### config.mk
export PLATFORM = sky130hd
export DESIGN_NAME = dmem_arbiter_flat
export DESIGN_NICKNAME = d
export VERILOG_FILES = /design/src/rtl/dmem_arbiter_if.sv /design/src/rtl/dmem_arbiter.sv /design/src/flat_wrapper.sv
export SDC_FILE = /design/constraint.sdc
export NUM_CORES = 1
export LEC_CHECK = 0
export CORE_ASPECT_RATIO = 1.25
export CORE_MARGIN = 2
export CORE_UTILIZATION = 42
export CTS_BUF_LIST = sky130_fd_sc_hd__clkbuf_4 sky130_fd_sc_hd__clkbuf_8
export DETAILED_ROUTE_END_ITERATION = 16
export PLACE_DENSITY = 0.9
export SYNTH_ARGS = -nofsm -noshare
export SYNTH_HDL_FRONTEND = slang
export SYNTH_SLANG_ARGS = --single-unit
export TNS_END_PERCENT = 30
### constraint.sdc
create_clock -name clk -period 1.6 [get_ports clk]
set_input_delay 0.32 -clock clk [delete_from_list [all_inputs] [get_ports clk]]
set_output_delay 0.32 -clock clk [all_outputs]
set_load 0.03 [all_outputs]
### src/rtl/dmem_arbiter_if.sv
// dmem_arbiter_if: one requester port of the data-memory arbiter.
// master = requester side, slave = arbiter side.
interface dmem_arbiter_if #(
  parameter int ADDR_W = 32,
  parameter int DATA_W = 32
);
  logic              req;
  logic              we;
  logic [ADDR_W-1:0] addr;
  logic [DATA_W-1:0] wdata;
  logic              ack;
  logic [DATA_W-1:0] rdata;

  modport master (
    output req, we, addr, wdata,
    input  ack, rdata
  );

  modport slave (
    input  req, we, addr, wdata,
    output ack, rdata
  );
endinterface

### src/rtl/dmem_arbiter.sv
// dmem_arbiter: shares the 1024x32 sync data memory between two ports.
// Ties go to port 0; define DMEM_ARB_RR_EN for round-robin ties.
module dmem_arbiter #(
  parameter int ADDR_W = 32,
  parameter int DATA_W = 32
) (
  input  logic              clk,
  input  logic              rst_n,
  dmem_arbiter_if.slave     p0,
  dmem_arbiter_if.slave     p1,
  output logic              mem_we,
  output logic [ADDR_W-1:0] mem_addr,
  output logic [DATA_W-1:0] mem_wdata,
  input  logic [DATA_W-1:0] mem_rdata,
  output logic              busy
);

  typedef enum logic [1:0] {
    IDLE  = 2'd0,
    ISSUE = 2'd1,
    RESP  = 2'd2
  } state_t;

  state_t            state;
  state_t            state_nx;
  logic              any_req;
  logic              take;
  logic              gnt1;
  logic              win_q;
  logic              wr_q;
  logic              resp;
  logic              hit0;
  logic              hit1;
  logic [DATA_W-1:0] rd_val;
  logic [DATA_W-1:0] rdata0_q;
  logic [DATA_W-1:0] rdata1_q;

  assign any_req = p0.req | p1.req;
  assign take    = (state == IDLE) & any_req;

`ifdef DMEM_ARB_RR_EN
  logic last_q;

  assign gnt1 = p1.req & (~p0.req | ~last_q);

  // last-grant pointer; reset to 1 so port 0 wins the first tie
  always_ff @(posedge clk or negedge rst_n) begin
    if (!rst_n) begin
      last_q <= 1'b1;
    end else if (take) begin
      last_q <= gnt1;
    end
  end
`else
  assign gnt1 = p1.req & ~p0.req;
`endif

  // state register
  always_ff @(posedge clk or negedge rst_n) begin
    if (!rst_n) begin
      state <= IDLE;
    end else begin
      state <= state_nx;
    end
  end

  // next state: one access takes IDLE -> ISSUE -> RESP
  always_comb begin
    state_nx = state;
    unique case (state)
      IDLE:    if (any_req) state_nx = ISSUE;
      ISSUE:   state_nx = RESP;
      RESP:    state_nx = IDLE;
      default: state_nx = IDLE;
    endcase
  end

  // latch the winner onto the memory bus; write strobe only in ISSUE
  always_ff @(posedge clk or negedge rst_n) begin
    if (!rst_n) begin
      mem_we    <= 1'b0;
      mem_addr  <= '0;
      mem_wdata <= '0;
      win_q     <= 1'b0;
      wr_q      <= 1'b0;
    end else if (take) begin
      mem_we    <= gnt1 ? p1.we    : p0.we;
      mem_addr  <= gnt1 ? p1.addr  : p0.addr;
      mem_wdata <= gnt1 ? p1.wdata : p0.wdata;
      win_q     <= gnt1;
      wr_q      <= gnt1 ? p1.we    : p0.we;
    end else if (state == ISSUE) begin
      mem_we    <= 1'b0;
    end
  end

  // keep each port's last returned data until its next ack
  always_ff @(posedge clk or negedge rst_n) begin
    if (!rst_n) begin
      rdata0_q <= '0;
      rdata1_q <= '0;
    end else begin
      if (hit0) rdata0_q <= rd_val;
      if (hit1) rdata1_q <= rd_val;
    end
  end

  // ack and live read data to the granted port during RESP
  always_comb begin
    resp     = (state == RESP);
    hit0     = resp & ~win_q;
    hit1     = resp & win_q;
    rd_val   = wr_q ? '0 : mem_rdata;
    p0.ack   = hit0;
    p1.ack   = hit1;
    p0.rdata = hit0 ? rd_val : rdata0_q;
    p1.rdata = hit1 ? rd_val : rdata1_q;
    busy     = (state != IDLE);
  end

endmodule
### src/flat_wrapper.sv
// flat-port wrapper written by rule: the top's interface ports become plain ports
module dmem_arbiter_flat 
#(
  parameter int ADDR_W = 32,
  parameter int DATA_W = 32
)
  (clk, rst_n, mem_we, mem_addr, mem_wdata, mem_rdata, busy, p0_req, p0_we, p0_addr, p0_wdata, p0_ack, p0_rdata, p1_req, p1_we, p1_addr, p1_wdata, p1_ack, p1_rdata);
  dmem_arbiter_if #(.ADDR_W(ADDR_W), .DATA_W(DATA_W)) p0_i ();
  dmem_arbiter_if #(.ADDR_W(ADDR_W), .DATA_W(DATA_W)) p1_i ();
  input  logic clk;
  input  logic rst_n;
  output logic mem_we;
  output logic [ADDR_W-1:0] mem_addr;
  output logic [DATA_W-1:0] mem_wdata;
  input  logic [DATA_W-1:0] mem_rdata;
  output logic busy;
  input wire logic [$bits(p0_i.req)-1:0] p0_req;
  input wire logic [$bits(p0_i.we)-1:0] p0_we;
  input wire logic [$bits(p0_i.addr)-1:0] p0_addr;
  input wire logic [$bits(p0_i.wdata)-1:0] p0_wdata;
  output wire logic [$bits(p0_i.ack)-1:0] p0_ack;
  output wire logic [$bits(p0_i.rdata)-1:0] p0_rdata;
  input wire logic [$bits(p1_i.req)-1:0] p1_req;
  input wire logic [$bits(p1_i.we)-1:0] p1_we;
  input wire logic [$bits(p1_i.addr)-1:0] p1_addr;
  input wire logic [$bits(p1_i.wdata)-1:0] p1_wdata;
  output wire logic [$bits(p1_i.ack)-1:0] p1_ack;
  output wire logic [$bits(p1_i.rdata)-1:0] p1_rdata;
  assign p0_i.req = p0_req;
  assign p0_i.we = p0_we;
  assign p0_i.addr = p0_addr;
  assign p0_i.wdata = p0_wdata;
  assign p0_ack = p0_i.ack;
  assign p0_rdata = p0_i.rdata;
  assign p1_i.req = p1_req;
  assign p1_i.we = p1_we;
  assign p1_i.addr = p1_addr;
  assign p1_i.wdata = p1_wdata;
  assign p1_ack = p1_i.ack;
  assign p1_rdata = p1_i.rdata;
  dmem_arbiter #(.ADDR_W(ADDR_W), .DATA_W(DATA_W)) u_core (.clk(clk), .rst_n(rst_n), .p0(p0_i), .p1(p1_i), .mem_we(mem_we), .mem_addr(mem_addr), .mem_wdata(mem_wdata), .mem_rdata(mem_rdata), .busy(busy));
endmodule
[Word-level counts from Yosys, hierarchy flattened]
Index checks and enable logic that the tools add are counted.
Cells by class
  equal/unequal tests: 3
  muxes and demuxes: 10
  bitwise operators: 7
  reductions and logical operators: 3
Operator list (count)
  32-bit two-way mux: 5
  1-bit bitwise AND: 4
  2-bit case mux with 2 select lines: 1
  2-bit nonzero test: 2
  1-bit two-way mux: 3
  2-bit by 1-bit equality test with 1-bit output, second input constant: 1
  2-bit equality test, second input constant: 1
  2-bit logical NOT: 1
  2-bit two-way mux: 1
  2-bit by 1-bit != test with 1-bit output, second input constant: 1
  1-bit inverter: 2
  1-bit bitwise OR: 1
Word-level totals
  flip-flop bits (word level): 133
  input bits: 166
  logic and storage cells: 31

[Depth between registers and ports, before layout]
  word-level depth: 4
  mapped depth: 6
  gate-level depth less buffers: 4

[Worst setup path after synthesis]
Ideal clock, no wire load.
  path type: flip-flop to output port
  start point: register u_core.win_q
  end point: output p0_rdata[11]
  arrival time: 1.806 ns
  required time: 1.280 ns
  setup slack: -0.526 ns
  cell stages (with the launch flop): 5
  cell sequence: dfrtp_1 or3b_1 buf_2 clkbuf_2 o21ai_0
On the way
  longest elaborated chain between the ends: 3
Ends and longest elaborated chain
  start, declared: line dmem_arbiter.sv:29  | logic win_q;
  start signal, assigned: line dmem_arbiter.sv:90  | win_q <= gnt1;
  1-bit inverter: line dmem_arbiter.sv:111  | hit0 = resp & ~win_q;
  1-bit bitwise AND: line dmem_arbiter.sv:111
  32-bit two-way mux: line dmem_arbiter.sv:116  | p0.rdata = hit0 ? rd_val : rdata0_q;
  end, declared: line flat_wrapper.sv:22  | output wire logic [$bits(p0_i.rdata)-1:0] p0_rdata;
No other way between the ends.

[Final worst setup path]
  start point: register u_core.state[0]
  end point: output p1_rdata[14]
On the way
  longest elaborated chain between the ends: 3
Ends and longest elaborated chain
  start, declared: line dmem_arbiter.sv:24  | state_t state;
  start signal, assigned: line dmem_arbiter.sv:63  | state <= state_nx;
  2-bit equality test: line dmem_arbiter.sv:110  | resp = (state == RESP);
  1-bit bitwise AND: line dmem_arbiter.sv:112  | hit1 = resp & win_q;
  32-bit two-way mux
  end, declared: line flat_wrapper.sv:28  | output wire logic [$bits(p1_i.rdata)-1:0] p1_rdata;
No other way between the ends.

==> results.md <==
* Outcome: finished, violations left
* Failing checks: setup timing
* P_leak at 5.09 nW
* Post-synthesis async set-or-reset flop share at 100%
* Power consumption at 22.1 mW
* Post-route ant nets at 0
* Yosys cell types at 26
* RSZ-0062 raised after global routing: yes
* R2R Path Start: u_core.state[0]
* Tmin final at 2.20 ns
* IO Port Bufs at 297
* Clk sinks at 133
* Clk buf depth at 2
* Worst Clk Skew at 0.0135 ns
* Predominant post-synthesis flop cell: dfrtp_1
* Clock slew at reported path FFs at 0.09 ns
* First-pass GRT wire length at 32100 um
* Initial antenna violation count at 0
* Headroom to the max-slew limit at 76.0%
* Yosys warnings at 0
* Worst Setup Start Kind: flip-flop
* Clk_lat worst skew at 0.45 ns
* Ranking of synthesized cells by area: dfrtp_1 54%, mux2_4 24%, nand2_1 5.8%, mux2_2 5.5%, o21ai_0 4.4%
* Flops & latches, synth at 133
* DIE HEIGHT at 140 um
* RR Endpoint: u_core.mem_addr[1]
* Nets at 977
* FF+latch area at 0.00333 mm^2
* Post-synth EDFFs at 0
* Maxcap violations at 0
* Clk Tree Root Cell: clkbuf_8
* Register area share after synthesis at 53.8%
* Share of layout cells above drive strength 1 at 49.6%
* Maximum vdd drop at 1560 uV
* Reg2reg setup slack at -0.14 ns
* Worst EP arrival at 1.88 ns
* Die area at 0.0157 mm^2
* Largest net degree at the start of global routing at 48
* Total CTS buffers at 17
* Iter 0 DRT Violations at 242
* Wirelength per Cell at 22.7 um
* Worst-Margin Slew at 0.362 ns
* Worst Hold Class: in -> async
* Placed cells at 956
* Final Setup Violations at 127
* Post-Route Setup TNS at -41.24 ns
* Vias in the first global route at 5796
* Critical Path RT at 1.28 ns
* Die W at 113 um
* Footprint of the multi-input gates at 0.00346 mm^2
* Syn avg cell area at 13.2 um^2
* Power per cell area at 1990 mW/mm^2
* Post-synthesis net count at 636
* GRT Overall Usage at 26.3%
* Antenna Cells at 0
* Post-route worst setup slack at -0.603 ns
* # fillers at 828
* Most frequent cell after synthesis: dfrtp_1
* CP Class: reg -> out
* Core area at 0.0144 mm^2
* Worst Setup End Kind: output pin
* Synth-to-Final Area Change at 79.7%
* Non-Filler Instances at 1002
* CTS tree: yes
* Achievable clock frequency at 0.454 GHz
* Cell count after synthesis at 470
* Fin util at 77.2%
* Routability cong. at 0.807
* Post-Syn Area at 0.00619 mm^2
* Post-synth top area cell: dfrtp_1
* Num ports at 298
* Vias/cell at 5.26
* Routed Wire Length at 22700 um
* Synth top area share at 53.8%
* Initial Util at 43.0%
* Htree depth at 4
* Crit share post-route at 138%
* Worst Path Max Fanout at 8
* Drt drc at 0
* Reg2Reg Depth at 7
* Gr ovfl total at 0
* FP Rows at 49
* Max Slew Vio Count at 0
* Vias at 5271
* Hold Vio Cnt, Final at 0
* Post-synth top cells: 133 x dfrtp_1, 98 x mux2_4, 96 x nand2_1
* HPWL Detailed at 13800 um
* DRT Pass-1 Iters at 4
state kept, by name, summed over array words and instances, names as in the netlist:
register / count
u_core.mem_wdata: 32
u_core.state: 2
u_core.rdata1_q: 32
u_core.wr_q: 1
u_core.mem_addr: 32
u_core.rdata0_q: 32
u_core.mem_we: 1
u_core.win_q: 1
critical path: stages, from the launching register on:
cell and delay, ns:
dfrtp_1 0.39, buf_6 0.12, nand3b_1 0.19, buf_12 0.20, clkbuf_16 0.20, o21ai_4 0.17, buf_6 0.16
worst max-delay path by stage:
stage / startpoint / endpoint / slack, ns / cells after the start
global placement: p1_req / u_core.mem_addr[10] / -0.36 / 5
CTS: u_core.win_q / p0_rdata[26] / -0.62 / 4
finish: u_core.state[0] / p1_rdata[14] / -0.60 / 6
detailed placement: p1_req / u_core.mem_addr[8] / -0.39 / 5
floorplan: u_core.win_q / p0_rdata[10] / -0.06 / 4
global route: u_core.state[0] / p1_rdata[14] / -0.67 / 6
metal layers:
metal	vias up	global-route usage [%]	share of wire, %
met4	0	10.1	3.2
met3	53	7.06	7.2
li1	2291	-	-
met1	2626	29.0	36
met5	-	0	0
met2	301	47.9	53
what timing repair did:
item / in CTS / in global routing
setup endpoints to repair: 189 / 143
endpoints found under the hold margin: 29 / 0
cloned: 5 / 2
resized for setup: 176 / 61
buffers inserted: 1 / 5
pin swaps: 3 / 13
hold buffers: 1 / 0
metrics by stage:
step | cell area, um^2 | hold slack (ns) | setup WS (ns)
after global routing | 11100 | 0.347 | -0.674
after global placement | 9880 | 0.224 | -0.357
after detailed placement | 9880 | 0.228 | -0.386
after CTS | 10800 | 0.318 | -0.618
after floorplan | 6700 | 0.0244 | -0.0629
final | 11100 | 0.349 | -0.603
kinds of logic after synthesis:
logic type,count (synthesis),share of synthesized area (%)
AO/OA/AOI/OAI,67,5.44
buffers and inverters,36,4.39
flip-flops,133,53.8
multiplexers,130,29.6
AND/OR/NAND/NOR,104,6.85
area by class of cell:
cell class,instances,area share (%)
Tap cell,178,2.00
Multi-Input combinational cell,301,31.1
Inverter,5,0.169
Clock inverter,14,1.80
Timing Repair Buffer,353,32.8
Clock buffer,18,2.23
Sequential cell,133,29.9
where the power goes:
part           internal, mW  total [mW]  switching (mW)
registers              4.84        5.73           0.891
logic                  5.72        13.2            7.46
clock network          1.76        3.20            1.44
total                  12.3        22.1            9.79
placed cells by master (no fill, tap or decap), types with 5 or more instances in the layout:
cell	netlist	layout
clkdlybuf4s15_1	0	19
mux2_4	98	99
nand2_1	96	42
o21ai_4	0	59
mux2_2	30	29
buf_4	3	54
nand2_4	0	8
dlygate4sd2_1	0	45
buf_6	3	51
buf_12	5	12
clkbuf_8	0	18
dfrtp_1	133	133
clkdlybuf4s50_1	0	164
buf_16	0	5
nand2_2	0	46
o21ai_2	0	5
(Power assumes the default switching activity.)
